===== src/rtl/nr4sdp_seq_mult.sv =====
// Sequential signed multiplier. The multiplicand is recoded into non-redundant radix-4
// signed digits (NR4SD+, top digit modified-Booth style). DPC digits are retired per
// cycle into a 2*WIDTH accumulator under a start/busy/done handshake.
module nr4sdp_seq_mult #(
  parameter int unsigned WIDTH = 16,
  parameter int unsigned DPC   = 1
) (
  input  logic                 clk,
  input  logic                 rst_n,
  input  logic                 start,
  input  logic [WIDTH-1:0]     a,
  input  logic [WIDTH-1:0]     b,
  output logic                 busy,
  output logic                 done,
  output logic [2*WIDTH-1:0]   product
);

  localparam int unsigned K  = WIDTH / 2;
  localparam int unsigned L  = K / DPC;
  localparam int unsigned CW = (L > 1) ? $clog2(L) : 1;
  localparam int unsigned PW = 2 * WIDTH;
  localparam logic [CW-1:0] LastIt = CW'(L - 1);

  typedef enum logic {StIdle, StRun} state_e;

  state_e          state_q, state_d;
  logic [WIDTH-1:0] a_q, a_d;
  logic [PW-1:0]   b_q, b_d;
  logic [PW-1:0]   acc_q, acc_d;
  logic [PW-1:0]   prod_q, prod_d;
  logic            c_q, c_d;
  logic [CW-1:0]   cnt_q, cnt_d;
  logic            done_q, done_d;

  logic [PW-1:0]   pp_sum;
  logic            c_out;

  // Recode the next DPC digits (carry chained) and sum their shifted partial products.
  always_comb begin : recode
    logic          carry;
    logic [2:0]    s;
    logic [2:0]    dig;
    logic [PW-1:0] b_sh;
    carry  = c_q;
    pp_sum = '0;
    s      = '0;
    dig    = '0;
    b_sh   = '0;
    for (int j = 0; j < int'(DPC); j++) begin
      dig  = '0;
      s    = {1'b0, a_q[2*j+1], a_q[2*j]} + {2'b00, carry};
      b_sh = b_q << (2 * j);
      if (cnt_q == LastIt && j == int'(DPC) - 1) begin
        // Top digit: -2*a1 + a0 + c == s - 4*a1, i.e. s + 4*a1 modulo 8.
        dig   = s + {a_q[2*j+1], 2'b00};
        carry = 1'b0;
      end else begin
        case (s)
          3'd3:    begin dig = 3'b111; carry = 1'b1; end
          3'd4:    begin dig = 3'b000; carry = 1'b1; end
          default: begin dig = s;      carry = 1'b0; end
        endcase
      end
      case (dig)
        3'b001:  pp_sum = pp_sum + b_sh;
        3'b010:  pp_sum = pp_sum + (b_sh << 1);
        3'b111:  pp_sum = pp_sum + (~b_sh + PW'(1));
        3'b110:  pp_sum = pp_sum + ((~b_sh + PW'(1)) << 1);
        default: pp_sum = pp_sum;
      endcase
    end
    c_out = carry;
  end

  // Next-state: load on start in idle, accumulate while running, publish on last iteration.
  always_comb begin
    state_d = state_q;
    a_d     = a_q;
    b_d     = b_q;
    acc_d   = acc_q;
    prod_d  = prod_q;
    c_d     = c_q;
    cnt_d   = cnt_q;
    done_d  = 1'b0;
    unique case (state_q)
      StIdle: begin
        if (start) begin
          a_d     = a;
          b_d     = {{WIDTH{b[WIDTH-1]}}, b};
          acc_d   = '0;
          c_d     = 1'b0;
          cnt_d   = '0;
          state_d = StRun;
        end
      end
      StRun: begin
        acc_d = acc_q + pp_sum;
        a_d   = a_q >> (2 * DPC);
        b_d   = b_q << (2 * DPC);
        c_d   = c_out;
        cnt_d = cnt_q + 1'b1;
        if (cnt_q == LastIt) begin
          prod_d  = acc_q + pp_sum;
          done_d  = 1'b1;
          c_d     = 1'b0;
          cnt_d   = '0;
          state_d = StIdle;
        end
      end
      default: state_d = StIdle;
    endcase
  end

  // State registers; reset aborts any operation in flight.
  always_ff @(posedge clk or negedge rst_n) begin
    if (!rst_n) begin
      state_q <= StIdle;
      a_q     <= '0;
      b_q     <= '0;
      acc_q   <= '0;
      prod_q  <= '0;
      c_q     <= 1'b0;
      cnt_q   <= '0;
      done_q  <= 1'b0;
    end else begin
      state_q <= state_d;
      a_q     <= a_d;
      b_q     <= b_d;
      acc_q   <= acc_d;
      prod_q  <= prod_d;
      c_q     <= c_d;
      cnt_q   <= cnt_d;
      done_q  <= done_d;
    end
  end

  assign busy    = (state_q == StRun);
  assign done    = done_q;
  assign product = prod_q;

endmodule


===== config.mk =====
export PLATFORM = sky130hd
export DESIGN_NAME = nr4sdp_seq_mult
export DESIGN_NICKNAME = d
export VERILOG_FILES = /design/src/rtl/nr4sdp_seq_mult.sv
export SDC_FILE = /design/constraint.sdc
export NUM_CORES = 1
export LEC_CHECK = 0
export ABC_AREA = 1
export CAP_MARGIN = 20
export CORE_MARGIN = 4
export CORE_UTILIZATION = 50
export CTS_CLUSTER_DIAMETER = 30
export DETAILED_ROUTE_END_ITERATION = 7
export DONT_BUFFER_PORTS = 1
export GPL_TIMING_DRIVEN = 0
export PLACE_DENSITY = 0.71
export SYNTH_ARGS = -nofsm -noshare
export SYNTH_HDL_FRONTEND = slang
export SYNTH_SLANG_ARGS = --single-unit

===== constraint.sdc =====
create_clock -name clk -period 4.4 [get_ports clk]
set_input_delay 1.32 -clock clk [delete_from_list [all_inputs] [get_ports clk]]
set_output_delay 1.32 -clock clk [all_outputs]
set_load 0.02 [all_outputs]

* Word level (Yosys, flattened, before mapping)
Cells that the tools add are included.
Word-level totals: bits in registers 118, latch bits 0, bits in writable memories 0, ROM bits 0, input port bits 35, output and inout bits 34, logic and storage cells 46, memories kept 0
Cells by class: add/subtract/negate cells 5, multiply operators 0, div/mod/pow operators 0, order comparisons 0, eq/ne operators 8, shift operators 0, mux-type cells 21, bitwise logic cells 2, reduce and logical (&&, ||, !) cells 2
Operators with widths (number):
- case mux 32 bit (2 select lines) | 2
- case mux 32 bit (4 select lines) | 1
- 2-to-1 mux 32 bit | 2
- adder 32 x 1 -> 32 bit, second input constant | 1
- adder 32 bit | 1
- NOT 32 bit | 1
- case mux 16 bit (2 select lines) | 1
- 2-to-1 mux 16 bit | 1
- equality test 3 bit, second input constant | 4
- case mux 3 bit (2 select lines) | 2
- 2-to-1 mux 3 bit | 3
- 2-to-1 mux 1 bit | 7
- equality test 3 x 2 -> 1 bit, second input constant | 2
- case mux 1 bit (2 select lines) | 2
- adder 2 x 1 -> 3 bit | 1
- adder 3 x 1 -> 3 bit, second input constant | 1
- adder 3 bit | 1
- equality test 3 x 1 -> 1 bit, second input constant | 1
- inequality test 2 bit, second input constant | 1
- AND reduction 2 bit | 1
- OR reduction 2 bit | 1
- NOT 1 bit | 1

* Depth between registers and ports, before layout
word-level depth 8, mapped depth 28

* Least setup slack after synthesis
OpenSTA, ideal clock, no wires.
path kind reg-to-reg, start point register a_q[0], end point register acc_q[18], library setup time 0.118 ns, data arrival time 3.386 ns, data required time 4.282 ns, slack 0.897 ns, stages on the path, launching flop included 25, path buffers 2, cell sequence dfrtp_1 -> ha_1 -> inv_1 -> ha_1 -> inv_1 -> nand2_2 -> nand2_1 -> nand3_2 -> nand2_2 -> nor2_2 -> buf_4 -> inv_2 -> buf_2 -> a21oi_1 -> ha_1 -> fa_1 -> nand3_1 -> nand3_1 -> a21oi_1 -> o21ai_1 -> nand2_1 -> nand2_1 -> or2_1 -> nand3_1 -> nand2_1
On the way: longest elaborated chain between the ends 8, elaborated cells on any way between the ends 13, classes of those cells add/sub: 3; eq/ne: 6; mux: 4
Ends and longest elaborated chain:
- start: declaration | RTL line 27 | logic [WIDTH-1:0] a_q, a_d;
- start signal: assignment | RTL line 118 | a_q <= '0;
- start signal: assignment | RTL line 127 | a_q <= a_d;
- adder 2 x 1 -> 3 bit (*) | RTL line 51 | s = {1'b0, a_q[2*j+1], a_q[2*j]} + {2'b00, carry};
- equality test 3 bit or equality test 3 x 2 -> 1 bit (tied branches) | RTL line 58 | case (s)
- case mux 3 bit (2 select lines) | RTL line 58
- 2-to-1 mux 3 bit (*) | RTL line 53 | if (cnt_q == LastIt && j == int'(DPC) - 1) begin
- equality test 3 bit (tied with other cells) | RTL line 64 | case (dig)
- case mux 32 bit (4 select lines) (*) | RTL line 64
- adder 32 bit (*) | RTL line 97 | acc_d = acc_q + pp_sum;
- case mux 32 bit (2 select lines) (*) | RTL line 85 | unique case (state_q)
- end signal: assignment | RTL line 120 | acc_q <= '0;
- end signal: assignment | RTL line 129 | acc_q <= acc_d;
- end: declaration | RTL line 29 | logic [PW-1:0] acc_q, acc_d;
Every way passes the cells marked *; elsewhere a longest branch is shown, timed or not. A chain may end at the register's enable or synchronous reset.

* Worst setup path after layout
Same ends and word-level chain as after synthesis.

==> results.ini <==
[outcome]
status=completed

[finish]
finalNonFillerCells=1304
nets=1153
layout-drive-gt1-share_pct=8.78
antenna_cells=0
syn_to_final_growth_pct=11.3
fillCellCount=1495

[power]
ir_drop_mv=0.420
leakagePower_nw=4.14
power_mw=7.89
powerDensity_nw_per_um2=890

[cts]
postCtsSetupBuffers=0
cts_sinks=118
cts_resized=0
ctsHoldBuffers=0
root_buffer=clkbuf_16
cts_max_level=4
clkTransAtPathRegs_ps=60
cts_tree=yes
cts_made_buffers=17
clock_latency_ps=440
clockBufferDepth=2

[global_route]
grt_util_met3_pct=5.36
grt_usage_pct=26.1
top_usage_layer=met2
grtUsageMet2_pct=40.1
grt-ovfl-total=0
grt_pass1_wl_mm=37.1
use_met1_pct=37.3
first_global_vias=7133
antenna_found_initial=0
grt_max_degree=119

[min_path]
min_to=acc_q[25]
hold_path.startpoint=acc_q[25]
holdPathStages=2
hold_class=register to register

[worst_setup_path]
worst_ep_arrival_time_ps=4490
critPathMaxFanout=10
path_class=register to register
start_kind=register
r2r_slack_ps=220
r2r_cells=24
timing.rr.end=acc_q[18]
crit_required_ps=4710
regToRegStartpoint=a_q[0]
end_kind=register

[sta]
worstMarginPinSlew_ps=808
drv_slew=0
slew_headroom_pct=45.9
setup_viol=0
period_minus_slack_ps=4180
worst_slack_ps=221
period_share_pct=95.0
whs_ps=486
hold_violations=0
skew_ps=11.2
fmax_mhz=239

[yosys]
synthCells=1061
synth_top_area_share_pct=37.1
synth_area_um2=7960
synthTopCellsByArea=dfrtp_1 37%, nand2_1 14%, ha_1 5.8%
synthesis.nets=1134
synth_top_area_cell=dfrtp_1
ys_ff_latch=118
avgSynthCellArea_um2=7.51
synth-main-ff-cell=dfrtp_1
synth_seq_area_share_pct=37.1
yosys_warnings=0
synth_cell_types=50
ys_async_sr_fraction_pct=100
synth-edff-count=0

[routing]
drtPass1Iterations=6
postRouteAntennaNets=0
vias_per_cell=5.70
drc=0
routedWlPerCell_um=17.4
vias=7436
wl_mm=22.7
drtIter0Drc=679

[placed_design]
pre_cts_slack_ps=181
dpl.hpwl_mm=17.6
gp_congestion=0.973
io_buffer_count=0
dp_cells=1272

[run]
cap_violations=0

[floorplanning]
start_util_pct=51.6
die_y_um=134
die_w_um=134
rows=45
die-area_um2=18000
core_area_um2=15400
num_io_pins=69

kinds of logic (layout without fill, tap and decap cells):
kind of cell | after synthesis | after routing | share of synthesized area (%)
AND/OR/NAND/NOR | 507 | 507 | 27.7
XOR/XNOR | 41 | 41 | 4.51
AO/OA/AOI/OAI | 215 | 215 | 17.4
flip-flops | 118 | 118 | 37.1
buffers and inverters | 142 | 174 | 7.26
adder cells (fa/ha/maj) | 38 | 38 | 6.06
stage by stage:
| step | setup TNS (ps) | utilization (%) | area [µm²] |
|---|---|---|---|
| finish | 0 | 57.5 | 8860 |
| floorplan | 0 | - | 7960 |
| CTS | 0 | 57.2 | 8820 |
| detailed placement | 0 | 53.3 | 8230 |
| global placement | 0 | 53.3 | 8230 |
| global route | -30.3 | 57.5 | 8860 |
cell usage after synthesis, types with 12 or more instances:
library cell and count:
nand2_1 297, o221ai_1 32, dfrtp_1 118, o21ai_0 60, ha_1 37, nand3_1 68
clkbuf_1 23, xor2_1 31, o22ai_1 16, nand4_1 12, inv_1 94, a21oi_1 45
nor2_1 80
sequential cells by signal (all words and copies together) (netlist names):
name     flops
acc_q       32
b_q         32
product     32
a_q         16
cnt_q        3
busy         1
c_q          1
done         1
cell type report:
type | instances | area [µm²] | share of cell area (%)
plain buffers | 38 | 195 | 2.20
inverters | 104 | 390 | 4.40
clock buffers | 18 | 439 | 4.95
clock inverters | 14 | 151 | 1.71
multi-input cells | 801 | 4470 | 50.4
flip-flops and latches | 118 | 2950 | 33.3
well taps | 211 | 264 | 2.98
placed cells by master (no fill, tap or decap), types with 11 or more instances in the layout:
master,instances
ha_1,37
clkbuf_1,22
nand3_1,67
nand2_1,296
nand4_1,12
inv_1,94
o221ai_1,31
a21oi_1,44
o2111ai_1,11
o22ai_1,16
o21ai_0,58
clkbuf_16,17
dfrtp_1,118
nor2_1,80
xor2_1,30
routing by layer:
| metal | share of wire [%] | up-vias |
|---|---|---|
| met2 | 44 | 270 |
| met3 | 6.1 | 37 |
| met5 | 0 | - |
| met1 | 48 | 3492 |
| met4 | 2.0 | 0 |
| li1 | - | 3637 |
critical path: stages, from the launching register on:
cell and delay (ps):
dfrtp_1 390, ha_1 220, inv_1 70, ha_1 270, inv_1 110, nand2_2 70, nand2_1 100, nand3_2 140
nand2_4 120, nor2_2 50, buf_4 170, inv_2 100, buf_6 160, a21oi_1 120, ha_1 220, fa_1 420
nand3_1 90, nand3_1 150, a21oi_2 260, o21ai_1 180, nand2_1 100, nand2_1 60, or2_1 230, nand3_1 150
nand2_1 80
how the worst max path moves through the flow:
stage	start	endpoint	slack, ps	cells after the start
4_1_cts	a_q[0]	acc_q[18]	160	24
6_report	a_q[0]	acc_q[18]	220	24
3_5_place_dp	a_q[0]	acc_q[18]	180	24
2_1_floorplan	a_q[0]	acc_q[18]	900	24
3_3_place_gp	a_q[0]	acc_q[18]	280	24
5_1_grt	a_q[0]	product[12]	-9	24
report_power, final:
| group | internal (mW) | leakage [nW] | switching, mW |
|---|---|---|---|
| clock | 0.850 | 0.287 | 0.548 |
| sequential | 1.58 | 1.51 | 0.537 |
| combinational | 1.49 | 2.34 | 2.89 |
| total | 3.92 | 4.14 | 3.97 |
Power figures use the tool's default switching activity.
